--- src/rtl/ddr3_init_seq.sv ---
// DDR3 power-up/initialisation sequencer with periodic refresh scheduling.
// Latency: reset, CKE, MRS, ZQCL and refresh spacing set by the T_* parameters (clock cycles).
// Backpressure: none on the DRAM side; refreshes queue (up to 8) until the controller grants ref_ack.
//
// Ports:
//   clock, reset      - sole clock, synchronous active-high reset
//   start             - one-cycle pulse, honoured only in PWR_IDLE
//   ref_ack           - controller grants a refresh slot (honoured in READY with work pending)
//   rst_n, cke        - DRAM RESET# and CKE
//   cs_n, cmd, ba,    - DRAM command bus; cmd = {ras_n, cas_n, we_n}; NOP whenever no command issues
//   addr
//   busy, done        - sequencer owns the bus / initialisation complete (sticky until reset)
//   ref_req,          - at least one / eight refreshes pending
//   ref_urgent
//
// Build option: define DDR3_INIT_SEQ_ZQ_EN to run ZQCL calibration after each rank's MR0.
module ddr3_init_seq #(
  parameter int          RANKS    = 1,
  parameter int          T_RESET  = 200,
  parameter int          T_CKE    = 500,
  parameter int          T_XPR    = 120,
  parameter int          T_MRD    = 4,
  parameter int          T_MOD    = 12,
  parameter int          T_ZQINIT = 512,
  parameter int          T_REFI   = 7800,
  parameter int          T_RFC    = 110,
  parameter logic [15:0] MR0_VAL  = 16'h0000,
  parameter logic [15:0] MR1_VAL  = 16'h0000,
  parameter logic [15:0] MR2_VAL  = 16'h0000,
  parameter logic [15:0] MR3_VAL  = 16'h0000
) (
  input  logic             clock,
  input  logic             reset,
  input  logic             start,
  input  logic             ref_ack,
  output logic             rst_n,
  output logic             cke,
  output logic [RANKS-1:0] cs_n,
  output logic [2:0]       cmd,
  output logic [2:0]       ba,
  output logic [15:0]      addr,
  output logic             busy,
  output logic             done,
  output logic             ref_req,
  output logic             ref_urgent
);

  // One counter width covers every timed phase, including the refresh interval.
  localparam int MAX_A = (T_RESET > T_CKE)    ? T_RESET : T_CKE;
  localparam int MAX_B = (T_XPR   > T_MRD)    ? T_XPR   : T_MRD;
  localparam int MAX_C = (T_MOD   > T_ZQINIT) ? T_MOD   : T_ZQINIT;
  localparam int MAX_D = (T_REFI  > T_RFC)    ? T_REFI  : T_RFC;
  localparam int MAX_E = (MAX_A   > MAX_B)    ? MAX_A   : MAX_B;
  localparam int MAX_F = (MAX_C   > MAX_D)    ? MAX_C   : MAX_D;
  localparam int MAX_T = (MAX_E   > MAX_F)    ? MAX_E   : MAX_F;
  localparam int CW    = $clog2(MAX_T + 1);
  localparam int RW    = (RANKS > 1) ? $clog2(RANKS) : 1;

  // Terminal counts: a phase of N cycles ends when the counter shows N-1.
  localparam logic [CW-1:0] RESET_END = CW'(T_RESET - 1);
  localparam logic [CW-1:0] CKE_END   = CW'(T_CKE - 1);
  localparam logic [CW-1:0] XPR_END   = CW'(T_XPR - 1);
  localparam logic [CW-1:0] MRD_END   = CW'(T_MRD - 1);
  localparam logic [CW-1:0] MOD_END   = CW'(T_MOD - 1);
`ifdef DDR3_INIT_SEQ_ZQ_EN
  localparam logic [CW-1:0] ZQI_END   = CW'(T_ZQINIT - 1);
`endif
  localparam logic [CW-1:0] REFI_END  = CW'(T_REFI - 1);
  localparam logic [CW-1:0] RFC_END   = CW'(T_RFC - 1);
  localparam logic [RW-1:0] LAST_RANK = RW'(RANKS - 1);

  localparam logic [2:0] CMD_NOP = 3'b111;
  localparam logic [2:0] CMD_MRS = 3'b000;
  localparam logic [2:0] CMD_REF = 3'b001;
  localparam logic [2:0] CMD_ZQ  = 3'b110;

  typedef enum logic [3:0] {
    PWR_IDLE, RST_WAIT, CKE_WAIT, XPR_WAIT, MRS, MRS_WAIT,
    ZQ, ZQ_WAIT, READY, REF, REF_WAIT
  } state_t;

  state_t          state, state_nx;
  logic [CW-1:0]   tcnt, tcnt_nx;
  logic [RW-1:0]   rank, rank_nx;
  logic [1:0]      mr, mr_nx;          // 0..3 -> MR2, MR3, MR1, MR0
  logic            rst_n_q, cke_q, done_q;
  logic            set_rst, set_cke, ref_grant;
  logic [CW-1:0]   ref_cnt;
  logic            ref_tick;
  logic [3:0]      pending;
  logic [RANKS-1:0] rank_sel_n;

  assign rank_sel_n = ~(RANKS'(1) << rank);
  assign ref_tick   = done_q && (ref_cnt == REFI_END);

  always_ff @(posedge clock) begin
    if (reset) begin
      state   <= PWR_IDLE;
      tcnt    <= '0;
      rank    <= '0;
      mr      <= '0;
      rst_n_q <= 1'b0;
      cke_q   <= 1'b0;
      done_q  <= 1'b0;
      ref_cnt <= '0;
      pending <= '0;
    end else begin
      state   <= state_nx;
      tcnt    <= tcnt_nx;
      rank    <= rank_nx;
      mr      <= mr_nx;
      rst_n_q <= rst_n_q | set_rst;
      cke_q   <= cke_q | set_cke;
      done_q  <= done_q | (state_nx == READY);
      // Interval counter free-runs from the first cycle after READY is reached,
      // including while a refresh is in flight.
      if (done_q) begin
        ref_cnt <= (ref_cnt == REFI_END) ? '0 : ref_cnt + 1'b1;
      end
      // A tick and a grant in the same cycle cancel out.
      case ({ref_tick, ref_grant})
        2'b10:   if (pending != 4'd8) pending <= pending + 4'd1;
        2'b01:   pending <= pending - 4'd1;
        default: pending <= pending;
      endcase
    end
  end

  always_comb begin
    state_nx  = state;
    tcnt_nx   = tcnt + 1'b1;
    rank_nx   = rank;
    mr_nx     = mr;
    set_rst   = 1'b0;
    set_cke   = 1'b0;
    ref_grant = 1'b0;
    cs_n      = '1;
    cmd       = CMD_NOP;
    ba        = 3'd0;
    addr      = 16'h0000;
    busy      = 1'b1;

    case (state)
      PWR_IDLE: begin
        busy    = 1'b0;
        tcnt_nx = '0;
        if (start) state_nx = RST_WAIT;
      end
      RST_WAIT: begin
        if (tcnt == RESET_END) begin
          state_nx = CKE_WAIT;
          tcnt_nx  = '0;
          set_rst  = 1'b1;
        end
      end
      CKE_WAIT: begin
        if (tcnt == CKE_END) begin
          state_nx = XPR_WAIT;
          tcnt_nx  = '0;
          set_cke  = 1'b1;
        end
      end
      XPR_WAIT: begin
        if (tcnt == XPR_END) begin
          state_nx = MRS;
          tcnt_nx  = '0;
          rank_nx  = '0;
          mr_nx    = 2'd0;
        end
      end
      // The MRS cycle itself is count 0 of the spacing window, so the next
      // command lands exactly T_MRD (or T_MOD after MR0) cycles later.
      MRS, MRS_WAIT: begin
        if (state == MRS) begin
          cs_n = rank_sel_n;
          cmd  = CMD_MRS;
          case (mr)
            2'd0:    begin ba = 3'd2; addr = MR2_VAL; end
            2'd1:    begin ba = 3'd3; addr = MR3_VAL; end
            2'd2:    begin ba = 3'd1; addr = MR1_VAL; end
            default: begin ba = 3'd0; addr = MR0_VAL | 16'h0100; end  // DLL reset
          endcase
          state_nx = MRS_WAIT;
        end
        if (mr != 2'd3) begin
          if (tcnt == MRD_END) begin
            state_nx = MRS;
            mr_nx    = mr + 2'd1;
            tcnt_nx  = '0;
          end
        end else if (tcnt == MOD_END) begin
          tcnt_nx = '0;
`ifdef DDR3_INIT_SEQ_ZQ_EN
          state_nx = ZQ;
`else
          if (rank == LAST_RANK) begin
            state_nx = READY;
          end else begin
            state_nx = MRS;
            rank_nx  = rank + 1'b1;
            mr_nx    = 2'd0;
          end
`endif
        end
      end
`ifdef DDR3_INIT_SEQ_ZQ_EN
      ZQ, ZQ_WAIT: begin
        if (state == ZQ) begin
          cs_n     = rank_sel_n;
          cmd      = CMD_ZQ;
          addr     = 16'h0400;   // A10=1 selects ZQCL (long calibration)
          state_nx = ZQ_WAIT;
        end
        if (tcnt == ZQI_END) begin
          tcnt_nx = '0;
          if (rank == LAST_RANK) begin
            state_nx = READY;
          end else begin
            state_nx = MRS;
            rank_nx  = rank + 1'b1;
            mr_nx    = 2'd0;
          end
        end
      end
`endif
      READY: begin
        busy    = 1'b0;
        tcnt_nx = '0;
        if (ref_ack && (pending != 4'd0)) begin
          state_nx  = REF;
          ref_grant = 1'b1;
        end
      end
      // REF occupies count 0, so the bus is held for T_RFC cycles in total.
      REF, REF_WAIT: begin
        if (state == REF) begin
          cs_n     = '0;
          cmd      = CMD_REF;
          state_nx = REF_WAIT;
        end
        if (tcnt == RFC_END) begin
          state_nx = READY;
          tcnt_nx  = '0;
        end
      end
      default: begin
        state_nx = PWR_IDLE;
        tcnt_nx  = '0;
        busy     = 1'b0;
      end
    endcase
  end

  assign rst_n      = rst_n_q;
  assign cke        = cke_q;
  assign done       = done_q;
  assign ref_req    = (pending != 4'd0);
  assign ref_urgent = (pending == 4'd8);

endmodule

--- config.mk ---
export PLATFORM = sky130hd
export DESIGN_NAME = ddr3_init_seq
export DESIGN_NICKNAME = d
export VERILOG_FILES = /design/src/rtl/ddr3_init_seq.sv
export SDC_FILE = /design/constraint.sdc
export NUM_CORES = 1
export LEC_CHECK = 0
export ABC_AREA = 1
export ABC_CLOCK_PERIOD_IN_PS = 3300
export CAP_MARGIN = 20
export CORE_UTILIZATION = 59
export DETAILED_ROUTE_END_ITERATION = 16
export PLACE_DENSITY = 0.85
export SLEW_MARGIN = 15
export SYNTH_ARGS = -nofsm -noshare
export SYNTH_HDL_FRONTEND = slang
export SYNTH_SLANG_ARGS = --single-unit
--- constraint.sdc ---
create_clock -name clock -period 3.3 [get_ports clock]
set_input_delay 0.66 -clock clock [delete_from_list [all_inputs] [get_ports clock]]
set_output_delay 0.66 -clock clock [all_outputs]
set_load 0.02 [all_outputs]
==> results of run 1 <==
## power by group through the flow
| stage | combinational, mW | clock [mW] | sequential (mW) |
|---|---|---|---|
| 6_report | 0.0518 | 0.474 | 0.474 |
| 5_1_grt | 0.0572 | 0.498 | 0.474 |
| 4_1_cts | 0.0514 | 0.478 | 0.474 |
| 3_5_place_dp | 0.0511 | 0 | 0.484 |
| 3_3_place_gp | 0.0504 | 0 | 0.484 |
| 2_1_floorplan | 0.0566 | 0 | 0.484 |
## logic make-up after synthesis
logic type / Yosys count / share of synthesized area (%)
simple gates: 181 / 38.7
other cells: 1 / 0.155
fa+ha+maj: 9 / 4.96
buf+inv: 71 / 14.1
flops: 39 / 32.2
xor+xnor: 5 / 1.81
compound gates: 36 / 8.06
## worst min-delay path: stages, from the launching register on
cell,delay (ns)
dfxtp_1,0.31
inv_1,0.05
a21oi_1,0.05
## layout by cell type (no fill, tap or decap), types with 2 or more instances in the layout
cell type,synthesis,routed
conb_1,1,16
nand2_2,10,10
o21ai_0,6,6
nand3b_1,3,3
nand4_1,5,5
nand2_1,52,52
xor2_1,4,4
nand3_1,17,17
nor3b_1,5,5
a21oi_1,19,19
nor3_1,12,12
ha_1,8,8
inv_1,44,44
nand3_2,2,2
clkdlybuf4s50_1,0,16
bufinv_16,0,2
dfxtp_1,39,39
inv_2,6,6
nor2_1,46,46
nor2_2,17,17
nor3_2,5,5
clkbuf_8,0,5
o21ai_1,6,6
nor2_4,2,2
## per-stage QoR
stage,std cells,total power [mW],worst slack [ns]
floorplan,357,0.541,1.14
global placement,401,0.535,0.649
detailed placement,401,0.536,0.601
CTS,409,1.00,0.609
global route,409,1.03,0.470
finish,409,1.00,0.598
## cell type report
class                      count  area [um2]
fill                         310        1120
sequential                    39         781
multi-input combinational    247        1360
tap                           48        60.1
inverter                      51         191
timing repair buffer          16         160
clock buffer                   6        72.6
clock inverter                 2        60.1
## layer usage
metal  track usage [%]  wire, um  vias to the layer above
li1                  -         -                     1091
met1              28.7      2170                      931
met2              40.1      2090                       42
met3              5.69       194                        6
met4              7.71        55                        0
met5                 0         0                        -
## worst paths after layout
| check | from | cells after the start | end | slack [ns] |
|---|---|---|---|---|
| worst max register to register | ref_cnt[0] | 15 | pending[3] | 0.90 |
| worst min-delay path | cke | 2 | cke | 0.46 |
| worst max-delay path | state[0] | 5 | cs_n | 0.60 |
| worst min register to register | cke | 2 | cke | 0.46 |
## state kept, by name, summed over array words and instances, names as in the netlist
register	cells
ref_cnt	13
tcnt	13
pending	4
state	4
mr	2
cke	1
done	1
rst_n	1
==> results.sh, run 1 <==
export IMPL_status="finished clean"
export IMPL_yosysSeqAreaShare_pct=32.2
export IMPL_start_util_pct=63.7
export IMPL_drive_gt1_share_pct=14.7
export IMPL_antenna_found_initial=0
export IMPL_grt_ovfl_total=0
export IMPL_portBuffers=16
export IMPL_cts_resized_gates=0
export IMPL_routabilityCongestion=0.867
export IMPL_crit_chain="inv_1 > nand3_1 > nand2_1 > o221ai_1 > clkdlybuf4s50_1"
export IMPL_area_delta_synth_final_pct=10.7
export IMPL_hold_class="reg2reg"
export IMPL_ir_worst_vdd_mv=0.233
export IMPL_path_class="reg2out"
export IMPL_cts_buffers=5
export IMPL_p_sw_mw=0.213
export IMPL_via_per_inst=5.06
export IMPL_maxCapViolCount=0
export IMPL_final_util_pct=70.6
export IMPL_synthFlopType="dfxtp_1"
export IMPL_leakage_nw=1.06
export IMPL_p_sw_share_pct=21.3
export IMPL_nNetsFinal=373
export IMPL_cts_buffer_depth=2
export IMPL_fin_crit_sh_pct=81.9
export IMPL_power_frac_seq_pct=47.4
export IMPL_path_buf_inv=2
export IMPL_grt_setup_unrepaired="no"
export IMPL_skew_ns=0.00980
export IMPL_yosysMostFrequentCell="nand2_1"
export IMPL_cts_sinks=39
export IMPL_hold_ws_ns=0.456
export IMPL_period_needed_ns=2.70
export IMPL_cp_top_family="buffers and inverters"
export IMPL_drtIter0Drc=123
export IMPL_setup_tns_ns=0
export IMPL_ios=33
export IMPL_p_per_area_nw_per_um2=373
export IMPL_p_clk_share_pct=47.4
export IMPL_combinationalPowerShare_pct=5.2
export IMPL_gr_usage_all_layers_pct=23.5
export IMPL_grt_max_degree=13
export IMPL_fmax_mhz=370
export IMPL_cts_tree="yes"
export IMPL_die_w_um=66.1
export IMPL_finalSetupViolations=0
export IMPL_core_rowCount=22
export IMPL_route_detailed_drc=0
export IMPL_cp_slowest_cell="clkdlybuf4s50_1"
export IMPL_postCtsHoldBufs=0
export IMPL_synth_area_per_cell_um2=7.08
export IMPL_synth_edf_count=0
export IMPL_synth_top_area_share_pct=32.2
export IMPL_crit_arrival_ns=2.04
export IMPL_clockRootBuffer="clkbuf_8"
export IMPL_syn_area_um2=2420
export IMPL_core_area_um2=3800
export IMPL_grt_pass1_wl_um=7890
export IMPL_die_area_um2=4360
export IMPL_ys_types=37
export IMPL_yosys_register_bits=39
export IMPL_post_cts_buffers=0
export IMPL_crit_path_max_fanout=5
export IMPL_cp_end_kind="output port"
export IMPL_worstPathRequired_ns=2.64
export IMPL_critPathLaunchType="flop"
export IMPL_p_int_mw=0.786
export IMPL_path_clk_slew_ns=0.08
export IMPL_slew_viol_final=0
export IMPL_yosysWarningCount=0
export IMPL_h_tree_depth=2
export IMPL_ys_async_sr_fraction_pct=0
export IMPL_syn_inst=342
export IMPL_timing_final_hold_violations=0
export IMPL_wl_per_cell_um=11.0
export IMPL_design_area_um2=2680
export IMPL_vias=2070
export IMPL_wl_um=4510
export IMPL_grt_pass1_vias=1860
export IMPL_postPlaceCellArea_um2=2550
export IMPL_drtAntennaViolNets=0
export IMPL_synth_largest_area_cell="dfxtp_1"
export IMPL_dp_hpwl_um=3400
export IMPL_firstDrtPassIters=4
export IMPL_synth_common_cells="52 x nand2_1, 46 x nor2_1, 44 x inv_1"
export IMPL_ys_top_cells_by_area="dfxtp_1 32%, nand2_1 8.1%, nor2_1 7.1%"
export IMPL_num_antenna_cells=0
export IMPL_die_h_um=66.1
export IMPL_slowest_delay_ns=0.67
export IMPL_clkLatencyLatePin_ns=0.30
Note: power is estimated with default switching activity, not from simulation.
==> run 2: changes to the inputs <==
ABC_CLOCK_PERIOD_IN_PS = 2200   (was 3300)
CORE_UTILIZATION = 50   (was 59)
PLACE_DENSITY = 0.77   (was 0.85)
clock period = 2.2 ns   (was 3.3 ns; I/O delays follow)
==> run 2 against run 1 <==
- first-iteration DRC count down 24%
- final cell count up 3.4%
- clock-buffer cell count down 1
- core utilization down 9.1 points
- combinational power up 52%
- largest power group unchanged
- largest cell class unchanged
- clock power up 7.4%
- hold slack better by 0.0093 ns
==> results.sh, run 2 (synthesis gave the netlist of run 1 again) <==
export IMPL_status="finished clean"
export IMPL_route_detailed_drc=0
export IMPL_mostFrequentLayoutCells="51 x nand2_1, 46 x nor2_1, 43 x inv_1, 34 x dfxtp_1, 19 x a21oi_1"
export IMPL_path_class="reg2out"
export IMPL_wl_per_cell_um=11.2
export IMPL_via_per_inst=4.99
export IMPL_leakage_nw=1.11
export IMPL_cts_tree="yes"
export IMPL_nNetsFinal=383
export IMPL_crit_arrival_ns=1.65
export IMPL_slowest_delay_ns=0.41
export IMPL_startpoint="state[0]"
export IMPL_die_w_um=71.6
export IMPL_setup_tns_ns=0
export IMPL_timing_final_hold_violations=0
export IMPL_design_area_um2=2770
export IMPL_cts_buffer_depth=2
export IMPL_grt_pass1_vias=1895
export IMPL_postCtsHoldBufs=0
export IMPL_start_util_pct=53.8
export IMPL_crit_chain="inv_1 > nand3_1 > nand2_1 > o221ai_2 > dlygate4sd2_1"
export IMPL_gr_usage_all_layers_pct=19.4
export IMPL_holdPathStages=2
export IMPL_final_util_pct=61.4
export IMPL_h_tree_depth=2
export IMPL_drtAntennaViolNets=0
export IMPL_worstPathRequired_ns=1.76
export IMPL_critPathLaunchType="flop"
export IMPL_r2r_end="pending[3]"
export IMPL_period_needed_ns=2.09
export IMPL_cp_top_family="buffers and inverters"
export IMPL_maxCapViolCount=0
export IMPL_routabilityCongestion=0.836
export IMPL_ir_worst_vdd_mv=0.299
export IMPL_vias=2112
export IMPL_finalSetupViolations=0
export IMPL_path_clk_slew_ns=0.09
export IMPL_hold_start="rst_n"
export IMPL_hold_class="reg2reg"
export IMPL_clockRootBuffer="clkbuf_8"
export IMPL_drive_gt1_share_pct=20.8
export IMPL_firstDrtPassIters=4
export IMPL_fmax_mhz=478
export IMPL_die_h_um=71.6
export IMPL_antenna_found_initial=0
export IMPL_grt_ovfl_total=0
export IMPL_portBuffers=16
export IMPL_hold_ws_ns=0.465
export IMPL_skew_ns=0.0125
export IMPL_cp_slowest_cell="dfxtp_1"
export IMPL_clkLatencyLatePin_ns=0.30
export IMPL_fillers=419
export IMPL_ios=33
export IMPL_slew_viol_final=0
export IMPL_grt_setup_unrepaired="yes"
export IMPL_core_area_um2=4500
export IMPL_dp_hpwl_um=3510
export IMPL_grt_max_degree=15
export IMPL_drtIter0Drc=94
export IMPL_cts_sinks=39
export IMPL_grt_pass1_wl_um=7850
export IMPL_wl_um=4720
export IMPL_p_per_area_nw_per_um2=469
export IMPL_core_rowCount=24
export IMPL_rr_worst_depth=15
export IMPL_area_delta_synth_final_pct=14.3
export IMPL_die_area_um2=5120
export IMPL_r2r_slack_ns=0.15
export IMPL_fin_crit_sh_pct=95.2
export IMPL_r2r_start="ref_cnt[0]"
export IMPL_path_buf_inv=2
export IMPL_cp_end_kind="output port"
export IMPL_num_antenna_cells=0
export IMPL_final_common_cell="nand2_1"
export IMPL_crit_path_max_fanout=5
export IMPL_worstHoldEndpoint="rst_n"
export IMPL_postPlaceCellArea_um2=2620
export IMPL_largest_registers="ref_cnt x13, tcnt x13"
export IMPL_power_mw=1.30
export IMPL_cts_buffers=5
## run 2: changes by cell type in the layout (fill, tap and decap cells not counted), sizes merged
cell | previous run | this run
clkdlybuf4s50 | 16 | 9
dlygate4sd2 | 0 | 6
clkdlybuf4s15 | 0 | 1
buf | 0 | 10
inv | 50 | 51
bufinv | 2 | 0
clkbuf | 6 | 5
clkinvlp | 0 | 2
## run 2: layout make-up
class | count | area (um2) | area share [%]
Multi-Input combinational cell | 247 | 1400 | 50.7
Sequential cell | 39 | 787 | 28.4
Timing Repair Buffer | 26 | 228 | 8.23
Inverter | 51 | 191 | 6.92
Clock buffer | 5 | 68.8 | 2.49
Tap cell | 52 | 65.1 | 2.35
Clock inverter | 3 | 23.8 | 0.859
## run 2: timing repair
item                       4_1_cts  5_1_grt
setup endpoints to repair        8        4
resized for setup                8       14
pin swaps                        0        4
cloned                           0        0
buffers inserted                 0        1
## run 2: report_power, final
part / internal (mW) / leakage, nW / switching [mW]
Sequential: 0.707 / 0.317 / 0.00262
Clock: 0.227 / 0.0408 / 0.282
Combinational: 0.0190 / 0.748 / 0.0596
## run 2: worst max-delay path by stage
stage	endpoint	slack, ns	cells after the start
2_1_floorplan	pending[3]	0.04	15
3_3_place_gp	pending[3]	-0.05	13
3_5_place_dp	pending[3]	-0.15	13
4_1_cts	cmd[2]	0.03	5
5_1_grt	pending[3]	-0.05	15
6_report	cs_n	0.11	5
## run 2: tightest hold or removal path, delay by kind of cell, from the launching register on
kind            cells  cell delay, ns
flops               1            0.32
buf+inv             1            0.05
compound gates      1            0.05
## run 2: stage by stage
| step | setup slack [ns] | cells |
|---|---|---|
| after CTS | 0.0282 | 422 |
| after global routing | -0.0525 | 423 |
| after floorplan | 0.0351 | 357 |
| after global placement | -0.0510 | 414 |
| after detailed placement | -0.150 | 414 |
| final | 0.106 | 423 |
## run 2: metal layers
metal	track usage (%)	vias up	wire length (um)
met4	6.97	0	53
met3	4.22	5	181
met5	0	-	0
li1	-	1109	-
met2	33.5	41	2260
met1	23.9	957	2230
==> run 3: changes to the inputs <==
CTS_BUF_LIST = sky130_fd_sc_hd__clkbuf_8 sky130_fd_sc_hd__clkbuf_16   (was unset)
SLEW_MARGIN = 20   (was 15)
==> results of run 3 <==
The final DEF is identical to that of run 2; final timing and power are the same.
